## src/rtl/processor_io_peer.sv

```systemverilog
// External-device end of the Processor byte I/O port: host-side TX/RX FIFOs bridged to
// the Processor's 4-phase in/inDataReady/inACK and out/outDataReady/outACK handshakes.
module processor_io_peer #(
  parameter int WIDTH = 8,
  parameter int DEPTH = 4,
  parameter int AW    = 2
) (
  input  logic             clk,
  input  logic             reset,
  // host TX FIFO (bytes toward the Processor)
  input  logic             tx_wr_en,
  input  logic [WIDTH-1:0] tx_wr_data,
  output logic             tx_full,
  output logic [AW:0]      tx_level,
  // host RX FIFO (bytes from the Processor)
  input  logic             rx_rd_en,
  output logic [WIDTH-1:0] rx_rd_data,
  output logic             rx_empty,
  output logic [AW:0]      rx_level,
  // Processor input side
  output logic [WIDTH-1:0] in,
  output logic             inDataReady,
  input  logic             inACK,
  // Processor output side
  input  logic [WIDTH-1:0] out,
  input  logic             outDataReady,
  output logic             outACK
);

  localparam logic [AW:0] FULL_LEVEL = (AW+1)'(DEPTH);

  typedef enum logic [1:0] {
    T_IDLE,
    T_REQ,
    T_REL
  } txState_t;

  typedef enum logic {
    R_IDLE,
    R_ACK
  } rxState_t;

  txState_t txState, txNext;
  rxState_t rxState, rxNext;

  logic [WIDTH-1:0] txMem [DEPTH];
  logic [WIDTH-1:0] rxMem [DEPTH];
  logic [AW-1:0]    txWrPtr, txRdPtr;
  logic [AW-1:0]    rxWrPtr, rxRdPtr;

  logic txPush, txPop;
  logic rxPush, rxPop;
  logic txEmpty, rxFull;

  // ---------------------------------------------------------------------------
  // Flags and FIFO enables
  // ---------------------------------------------------------------------------
  assign tx_full  = (tx_level == FULL_LEVEL);
  assign txEmpty  = (tx_level == '0);
  assign rxFull   = (rx_level == FULL_LEVEL);
  assign rx_empty = (rx_level == '0);

  // A full TX FIFO still accepts a push when the FSM drains the head that cycle.
  assign txPush = tx_wr_en && (!tx_full || txPop);
  assign rxPop  = rx_rd_en && !rx_empty;

  assign rx_rd_data  = rxMem[rxRdPtr];
  assign inDataReady = (txState == T_REQ);
  assign outACK      = (rxState == R_ACK);

  // ---------------------------------------------------------------------------
  // FIFO storage
  // ---------------------------------------------------------------------------
  // NOTE: storage arrays carry no reset; emptiness is tracked by the pointers and
  // levels, so clearing the data would only cost reset fan-out.
  always_ff @(posedge clk) begin
    if (txPush) txMem[txWrPtr] <= tx_wr_data;
    if (rxPush) rxMem[rxWrPtr] <= out;
  end

  // NOTE: all sequential state uses non-blocking assignments so every flop samples
  // pre-edge values regardless of statement order.
  always_ff @(posedge clk or negedge reset) begin
    if (!reset) begin
      txWrPtr  <= '0;
      txRdPtr  <= '0;
      tx_level <= '0;
    end else begin
      if (txPush) txWrPtr <= txWrPtr + 1'b1;
      if (txPop)  txRdPtr <= txRdPtr + 1'b1;
      unique case ({txPush, txPop})
        2'b10:   tx_level <= tx_level + 1'b1;
        2'b01:   tx_level <= tx_level - 1'b1;
        default: tx_level <= tx_level;
      endcase
    end
  end

  always_ff @(posedge clk or negedge reset) begin
    if (!reset) begin
      rxWrPtr  <= '0;
      rxRdPtr  <= '0;
      rx_level <= '0;
    end else begin
      if (rxPush) rxWrPtr <= rxWrPtr + 1'b1;
      if (rxPop)  rxRdPtr <= rxRdPtr + 1'b1;
      unique case ({rxPush, rxPop})
        2'b10:   rx_level <= rx_level + 1'b1;
        2'b01:   rx_level <= rx_level - 1'b1;
        default: rx_level <= rx_level;
      endcase
    end
  end

  // ---------------------------------------------------------------------------
  // TX handshake FSM: FIFO head -> in/inDataReady, waits for inACK rise and fall
  // ---------------------------------------------------------------------------
  always_ff @(posedge clk or negedge reset) begin
    if (!reset) txState <= T_IDLE;
    else        txState <= txNext;
  end

  // NOTE: every output of a combinational block gets a default first, so no path
  // leaves a signal unassigned and no latch is inferred.
  always_comb begin
    txNext = txState;
    txPop  = 1'b0;
    unique case (txState)
      T_IDLE: begin
        if (!txEmpty) begin
          txPop  = 1'b1;
          txNext = T_REQ;
        end
      end
      T_REQ: begin
        if (inACK) txNext = T_REL;
      end
      T_REL: begin
        if (!inACK) txNext = T_IDLE;
      end
      default: txNext = T_IDLE;
    endcase
  end

  // 'in' only loads on a pop, which happens in T_IDLE, so it is stable while requesting.
  always_ff @(posedge clk or negedge reset) begin
    if (!reset)     in <= '0;
    else if (txPop) in <= txMem[txRdPtr];
  end

  // ---------------------------------------------------------------------------
  // RX handshake FSM: one push per outDataReady request, back-pressure when full
  // ---------------------------------------------------------------------------
  always_ff @(posedge clk or negedge reset) begin
    if (!reset) rxState <= R_IDLE;
    else        rxState <= rxNext;
  end

  always_comb begin
    rxNext = rxState;
    rxPush = 1'b0;
    unique case (rxState)
      R_IDLE: begin
        if (outDataReady && !rxFull) begin
          rxPush = 1'b1;
          rxNext = R_ACK;
        end
      end
      R_ACK: begin
        if (!outDataReady) rxNext = R_IDLE;
      end
      default: rxNext = R_IDLE;
    endcase
  end

endmodule

```

## config.mk

```make
export PLATFORM = sky130hd
export DESIGN_NAME = processor_io_peer
export DESIGN_NICKNAME = d
export VERILOG_FILES = /design/src/rtl/processor_io_peer.sv
export SDC_FILE = /design/constraint.sdc
export NUM_CORES = 1
export LEC_CHECK = 0
export ABC_AREA = 1
export CAP_MARGIN = 40
export CORE_MARGIN = 2
export CORE_UTILIZATION = 59
export DETAILED_ROUTE_END_ITERATION = 12
export PLACE_DENSITY = 0.84
export SLEW_MARGIN = 20
export SYNTH_ARGS = -nofsm -noshare
export SYNTH_HDL_FRONTEND = slang
export SYNTH_SLANG_ARGS = --single-unit
```

## constraint.sdc

```tcl
create_clock -name clk -period 4.8 [get_ports clk]
set_input_delay 0.96 -clock clk [delete_from_list [all_inputs] [get_ports clk]]
set_output_delay 0.96 -clock clk [all_outputs]
set_load 0.05 [all_outputs]
```

==> impl_metrics.py, run 1 <==
metrics = {
    "run_status": {
        "outcome": "finished, final reports clean",
    },
    "setup_path": {
        "crit_path_max_fanout": 18,
        "worst_path_dominant_cell_family": "buffers and inverters",
        "worst-endpoint-required_ns": 3.84,
        "cp-endpoint": "rx_rd_data[3]",
        "worstSetupPathDepth": 4,
        "path_class": "register to primary output",
        "critPathCaptureType": "primary output",
        "cp_peak_stage_delay_ns": 0.82,
        "cp_cell_sequence": "inv_2 -> nor2_1 -> o22ai_1 -> clkdlybuf4s50_1",
        "timing.critical_path.slowest_stage_cell": "clkdlybuf4s50_1",
        "worst_r2r_path_depth": 8,
        "worst_ep_arrival_time_ns": 2.34,
        "startpoint_type": "register",
        "critical_path.startpoint": "rxRdPtr[0]$_DFFE_PN0P_",
        "critical_path_buf_inv_count": 2,
        "worstReg2RegStart": "tx_level[0]$_DFFE_PN0P_",
        "r2r_setup_slack_ns": 2.76,
        "critical_path.reg2reg.endpoint": "tx_level[1]$_DFFE_PN0P_",
    },
    "power": {
        "netSwitchingPower_mw": 1.47,
        "sw_frac_of_total_pct": 45.8,
        "pwr-share-clk_pct": 14.2,
        "power-per-cell-area_mw_per_mm2": 700,
        "design_power_total_mw": 3.20,
        "internal_power_mw": 1.73,
        "pwr-share-comb_pct": 47.7,
        "p_leak_nw": 1.98,
        "power.sequential.fraction_pct": 38.0,
        "irDropWorstVdd_mv": 0.562,
    },
    "synth": {
        "synth_async_sr_flop_share_pct": 28.1,
        "fraction_of_the_yosys_area_taken_by_sequential_cells_pct": 65.3,
        "synthesis.nets": 390,
        "synth.largest_area_cell": "edfxtp_1",
        "ys_seq_elements": 89,
        "synth_flop_cell": "edfxtp_1",
        "distinct_cell_type_count_after_synthesis": 28,
        "netlist_top_cells_area": "edfxtp_1 (49%), dfrtp_1 (16%), nand2_1 (7.3%)",
        "ys.warnings.count": 0,
        "number_of_enable_type_register_cells_in_the_synthesized_netlist": 64,
        "synth_most_common_cell": "nand2_1",
        "post_synthesis_cells": 356,
        "syn_area_per_cell_um2": 11.0,
        "synth.cells.most_frequent": "nand2_1 (76), edfxtp_1 (64), inv_1 (58), dfrtp_1 (25), nor2_1 (25)",
        "synthDominantCellAreaShare_pct": 49.2,
        "syn-cell-area_mm2": 0.00390,
    },
    "cts": {
        "ctsHoldBuffers": 0,
        "clock_tree.root_cell": "clkbuf_8",
        "h_tree_levels": 3,
        "cts_num_sinks": 89,
        "post_cts.repair.setup_buffers": 0,
        "cts_max_path_bufs": 2,
        "clk_pin_slew_ns": 0.09,
        "postCtsResizedCells": 0,
        "cts-buffers-inserted": 9,
        "insertion_delay_ns": 0.35,
        "cts_tree": "built",
    },
    "placement": {
        "place.port_buffers": 47,
        "placedCellCount": 472,
        "globalplace.congestion": 0.854,
        "place.detailed.hpwl_um": 4920,
    },
    "detailed_routing": {
        "drt-pass1-iter-count": 4,
        "drt-initial-drc-count": 193,
        "vias_per_cell": 5.21,
        "detailroute.via_count": 2546,
        "routed_wirelength_um": 7200,
        "drc": 0,
        "routed_wire_length_per_instance_um": 14.7,
        "postRouteAntennaNets": 0,
    },
    "finish": {
        "finish.utilization_pct": 71.6,
        "layout-drive-gt1-share_pct": 9.95,
        "design.final.nets": 441,
        "layout.cells.non_filler": 489,
        "area_growth_syn_to_layout_pct": 17.2,
        "number_of_diodes": 0,
    },
    "floorplanning": {
        "ioPinCount": 48,
        "die_footprint_mm2": 0.00728,
        "die_x_um": 85.3,
        "core_mm2": 0.00639,
        "die_y_um": 85.3,
        "rows": 29,
        "initial_cell_density_of_the_core_pct": 61.1,
    },
    "global_routing": {
        "antenna_found_initial": 0,
        "pin_count_of_the_biggest_net_entering_global_routing": 26,
        "globalRouteMet1Util_pct": 27.3,
        "groute.layer.met2.usage_pct": 36.2,
        "overall_overflow_remaining_after_global_route": 0,
        "grt_use_met3_pct": 3.60,
        "track_usage_pct": 21.4,
        "grt_pass1_vias": 2520,
        "grt.busiest_layer": "met2",
        "grt_first_pass_wirelength_um": 11700,
    },
    "timing": {
        "setup_viol": 0,
        "rsz_0062_raised_after_global_routing": "no",
        "slew_violations": 0,
        "min_period_ns": 3.30,
        "achievable-frequency_ghz": 0.303,
        "fin_setup_tns_ns": 0,
        "worst_pin_slew_ns": 0.821,
        "finalHoldViolations": 0,
        "timing.max_slew.rel_slack_pct": 45.1,
        "clock-skew-final_ns": 0.00851,
        "final.period_utilization_pct": 68.7,
    },
    "min_path": {
        "hold_start": "txState[0]$_DFFE_PN0P_",
        "worst_hold_path_type": "register to register",
    },
    "run": {
        "drv.max_cap_violation_count": 0,
    },
}
[metal layers]
layer,vias up,wire [um]
li1,1248,-
met5,-,0
met3,8,315
met4,0,112
met1,1222,2990
met2,68,3780
[state kept, by name (all words and copies together), names as in the netlist]
register  flops
tx_level      3
txRdPtr       2
rxWrPtr       2
txWrPtr       2
txState       2
outACK        1
rx_level      3
in            8
rxRdPtr       2
rxMem        32
txMem        32
[power groups by stage]
stage	registers [mW]	clock network, mW	logic [mW]
final	1.22	0.456	1.53
after global routing	1.24	0.496	1.67
after CTS	1.22	0.464	1.53
after detailed placement	1.23	0	1.52
after global placement	1.22	0	1.47
after floorplan	1.36	0	0.990
[metrics by stage]
step | worst slack (ns) | area [um2] | hold slack (ns)
after global placement | 1.95 | 4390 | 0.454
after CTS | 1.50 | 4570 | 0.476
after detailed placement | 1.90 | 4390 | 0.463
after global routing | 1.33 | 4580 | 0.505
after floorplan | 1.98 | 3900 | 0.438
final | 1.50 | 4580 | 0.475
[cells by family (layout without fill, tap and decap cells)]
logic type / count (synthesis) / in the layout / synth area share [%]
DFF: 89 / 89 / 65.3
buffers and inverters: 76 / 132 / 8.85
xor gates and xnor gates: 8 / 8 / 1.79
and+or+nand+nor: 141 / 141 / 15.7
adders and majority gates: 12 / 12 / 4.23
AOI/OAI and AO/OA: 30 / 30 / 4.17
[worst min-delay path by stage]
stage / endpoint / depth (start not counted)
6_report: txState[1]$_DFFE_PN0P_ / 1
5_1_grt: txState[1]$_DFFE_PN0P_ / 1
4_1_cts: txState[1]$_DFFE_PN0P_ / 1
3_5_place_dp: txState[1]$_DFFE_PN0P_ / 1
3_3_place_gp: txState[1]$_DFFE_PN0P_ / 1
2_1_floorplan: txState[1]$_DFFE_PN0P_ / 1
[layout by cell type, fill, tap and decap left out]
cell type and n:
nand2_4 1, clkinv_4 2, nand2_1 76, inv_1 58, clkinv_2 1, clkdlybuf4s50_1 47, nand3_2 2, nor2_1 25
ha_1 10, dfrtp_1 25, inv_6 3, nand4_1 2, clkinvlp_4 2, xnor2_1 4, o21ai_1 5, nand3_1 22
clkbuf_8 9, edfxtp_1 64, xor2_1 4, a21oi_1 1, nor3_1 1, clkinv_1 1, o21ai_0 15, nand2_2 11
o31ai_1 1, inv_2 7, fa_1 2, nor2_2 1, o22ai_1 8, buf_4 2
[layout make-up]
| type | instances | area (um2) |
|---|---|---|
| clock inverter | 7 | 53.8 |
| tap | 77 | 96.3 |
| clock buffer | 9 | 124 |
| inverter | 67 | 258 |
| multi-input combinational | 191 | 1010 |
| sequential | 89 | 2550 |
| fill | 410 | 1810 |
| timing repair buffer | 49 | 485 |
No activity file was read; power rests on OpenSTA's default activity.
==> run 2, diff against run 1 <==
CORE_UTILIZATION = 50   (was 59)
PLACE_DENSITY = 0.76   (was 0.84)
clock period = 2.88 ns   (was 4.8 ns; I/O delays follow)
==> impl_metrics.py, run 2 (synthesized netlist as in run 1, its figures left out) <==
metrics = {
    "timing": {
        "slew_violations": 0,
        "setup_viol": 0,
        "timing.max_slew.rel_slack_pct": 51.9,
        "achievable-frequency_ghz": 0.386,
        "final.period_utilization_pct": 90.0,
        "worst_pin_slew_ns": 0.721,
        "fin_setup_tns_ns": 0,
        "finalHoldViolations": 0,
        "rsz_0062_raised_after_global_routing": "no",
        "min_period_ns": 2.59,
        "clock-skew-final_ns": 0.0185,
        "worst_setup_slack_after_layout_ns": 0.288,
    },
    "floorplanning": {
        "die_x_um": 92.4,
        "core_mm2": 0.00765,
        "initial_cell_density_of_the_core_pct": 51.0,
        "die_footprint_mm2": 0.00853,
        "die_y_um": 92.4,
        "rows": 32,
        "ioPinCount": 48,
    },
    "power": {
        "netSwitchingPower_mw": 2.39,
        "pwr-share-comb_pct": 47.6,
        "internal_power_mw": 2.98,
        "power-per-cell-area_mw_per_mm2": 1150,
        "pwr-share-clk_pct": 14.9,
        "p_leak_nw": 2.09,
        "irDropWorstVdd_mv": 0.512,
        "sw_frac_of_total_pct": 44.6,
        "power.sequential.fraction_pct": 37.6,
    },
    "global_routing": {
        "overall_overflow_remaining_after_global_route": 0,
        "grt.busiest_layer": "met2",
        "grt_use_met3_pct": 2.93,
        "grt_first_pass_wirelength_um": 11400,
        "groute.layer.met2.usage_pct": 31.1,
        "antenna_found_initial": 0,
        "globalRouteMet1Util_pct": 21.4,
        "track_usage_pct": 17.8,
        "pin_count_of_the_biggest_net_entering_global_routing": 26,
        "grt_pass1_vias": 2465,
    },
    "cts": {
        "insertion_delay_ns": 0.36,
        "cts_tree": "built",
        "clk_pin_slew_ns": 0.08,
        "h_tree_levels": 3,
        "cts-buffers-inserted": 9,
        "cts_max_path_bufs": 2,
        "clock_tree.root_cell": "clkbuf_8",
        "ctsHoldBuffers": 0,
        "cts_num_sinks": 89,
    },
    "finish": {
        "area_growth_syn_to_layout_pct": 19.7,
        "design.final.nets": 448,
        "final_common_cell": "nand2_1",
        "reg.largest.list": "rxMem: 32 flops, txMem: 32 flops, in: 8 flops",
        "mostFrequentLayoutCells": "nand2_1 (76), edfxtp_1 (64), inv_1 (58)",
        "layout-drive-gt1-share_pct": 11.0,
        "number_of_diodes": 0,
    },
    "setup_path": {
        "timing.critical_path.slowest_stage_cell": "dfrtp_1",
        "r2r_setup_slack_ns": 0.84,
        "crit_path_max_fanout": 18,
        "critical_path.reg2reg.endpoint": "tx_level[1]$_DFFE_PN0P_",
        "cp_peak_stage_delay_ns": 0.56,
        "worst_ep_arrival_time_ns": 2.02,
        "worst_r2r_path_depth": 8,
        "worstReg2RegStart": "tx_level[0]$_DFFE_PN0P_",
        "cp_cell_sequence": "inv_2 -> o21ai_0 -> o22ai_1 -> dlygate4sd2_1",
        "critPathCaptureType": "primary output",
        "path_class": "register to primary output",
        "startpoint_type": "register",
        "worst-endpoint-required_ns": 2.30,
    },
    "run": {
        "drv.max_cap_violation_count": 0,
    },
    "detailed_routing": {
        "routed_wirelength_um": 7220,
        "vias_per_cell": 4.87,
        "drt-initial-drc-count": 123,
        "routed_wire_length_per_instance_um": 13.9,
        "detailroute.via_count": 2539,
        "drt-pass1-iter-count": 4,
        "postRouteAntennaNets": 0,
        "drc": 0,
    },
    "placement": {
        "place.detailed.hpwl_um": 4880,
        "globalplace.congestion": 0.738,
        "place.port_buffers": 47,
        "post-place-ws_ns": 0.380,
    },
    "run_status": {
        "outcome": "finished, final reports clean",
    },
    "min_path": {
        "worst_hold_path_type": "register to register",
        "worst_hold_path_ep": "in[3]$_DFFE_PN0P_",
        "hold_start": "in[3]$_DFFE_PN0P_",
        "holdPathStages": 2,
    },
}
run 2: cell types whose count changed in the layout (fill, tap and decap cells not counted), sizes merged:
cell           delta
dlygate4sd2       +1
bufinv            +1
clkbuf            +3
buf               +8
clkdlybuf4s50     -8
inv               -2
clkinvlp          -2
dlymetal6s2s      +6
run 2: power by group through the flow:
stage          logic [mW]  registers, mW  clock network [mW]
2_1_floorplan        1.65           2.26                   0
5_1_grt              2.81           2.06               0.865
3_5_place_dp         2.59           2.04                   0
4_1_cts              2.59           2.02               0.818
6_report             2.56           2.02               0.799
3_3_place_gp         2.49           2.03                   0
run 2: stage by stage:
| stage | util, % | hold WS [ns] | cell area (um2) | cells | power [mW] |
|---|---|---|---|---|---|
| 2_1_floorplan | - | 0.280 | 3900 | 356 | 3.91 |
| 3_3_place_gp | 58.6 | 0.452 | 4480 | 505 | 4.51 |
| 3_5_place_dp | 58.6 | 0.448 | 4480 | 505 | 4.62 |
| 4_1_cts | 60.9 | 0.486 | 4660 | 521 | 5.42 |
| 5_1_grt | 61.1 | 0.515 | 4670 | 521 | 5.73 |
| 6_report | 61.1 | 0.480 | 4670 | 521 | 5.37 |
run 2: worst max-delay path: cells and delay by family, from the launching register on:
family / cells / cell delay [ns]
buffers and inverters: 2 / 0.84
flip-flops: 1 / 0.56
AO/OA/AOI/OAI: 2 / 0.27
run 2: layer usage:
metal	routed length, um	vias up
li1	-	1257
met1	3100	1211
met2	3700	60
met3	298	11
met4	124	0
met5	0	-
run 2: what timing repair did:
action | 4_1_cts | 5_1_grt
setup buffers | 0 | 0
endpoints found under the setup margin | 1 | 6
gates resized for setup | 1 | 6
run 2: worst max path at each step:
stage,end,start,slack [ns],cells past startpoint
after floorplan,tx_full,tx_level[2]$_DFFE_PN0P_,0.44,2
after global placement,rx_rd_data[7],rxRdPtr[0]$_DFFE_PN0P_,0.46,4
after detailed placement,rx_rd_data[2],rxRdPtr[0]$_DFFE_PN0P_,0.38,4
after CTS,rx_rd_data[4],rxRdPtr[0]$_DFFE_PN0P_,0.03,4
after global routing,rx_rd_data[2],rxRdPtr[0]$_DFFE_PN0P_,0.14,4
final,rx_rd_data[2],rxRdPtr[0]$_DFFE_PN0P_,0.29,4
run 2: cell type report:
| cell class | instances | area [um2] |
|---|---|---|
| tap | 102 | 128 |
| clock inverter | 4 | 43.8 |
| multi-input combinational | 191 | 1010 |
| clock buffer | 12 | 135 |
| timing repair buffer | 56 | 549 |
| fill | 608 | 2980 |
| inverter | 67 | 258 |
| sequential | 89 | 2550 |
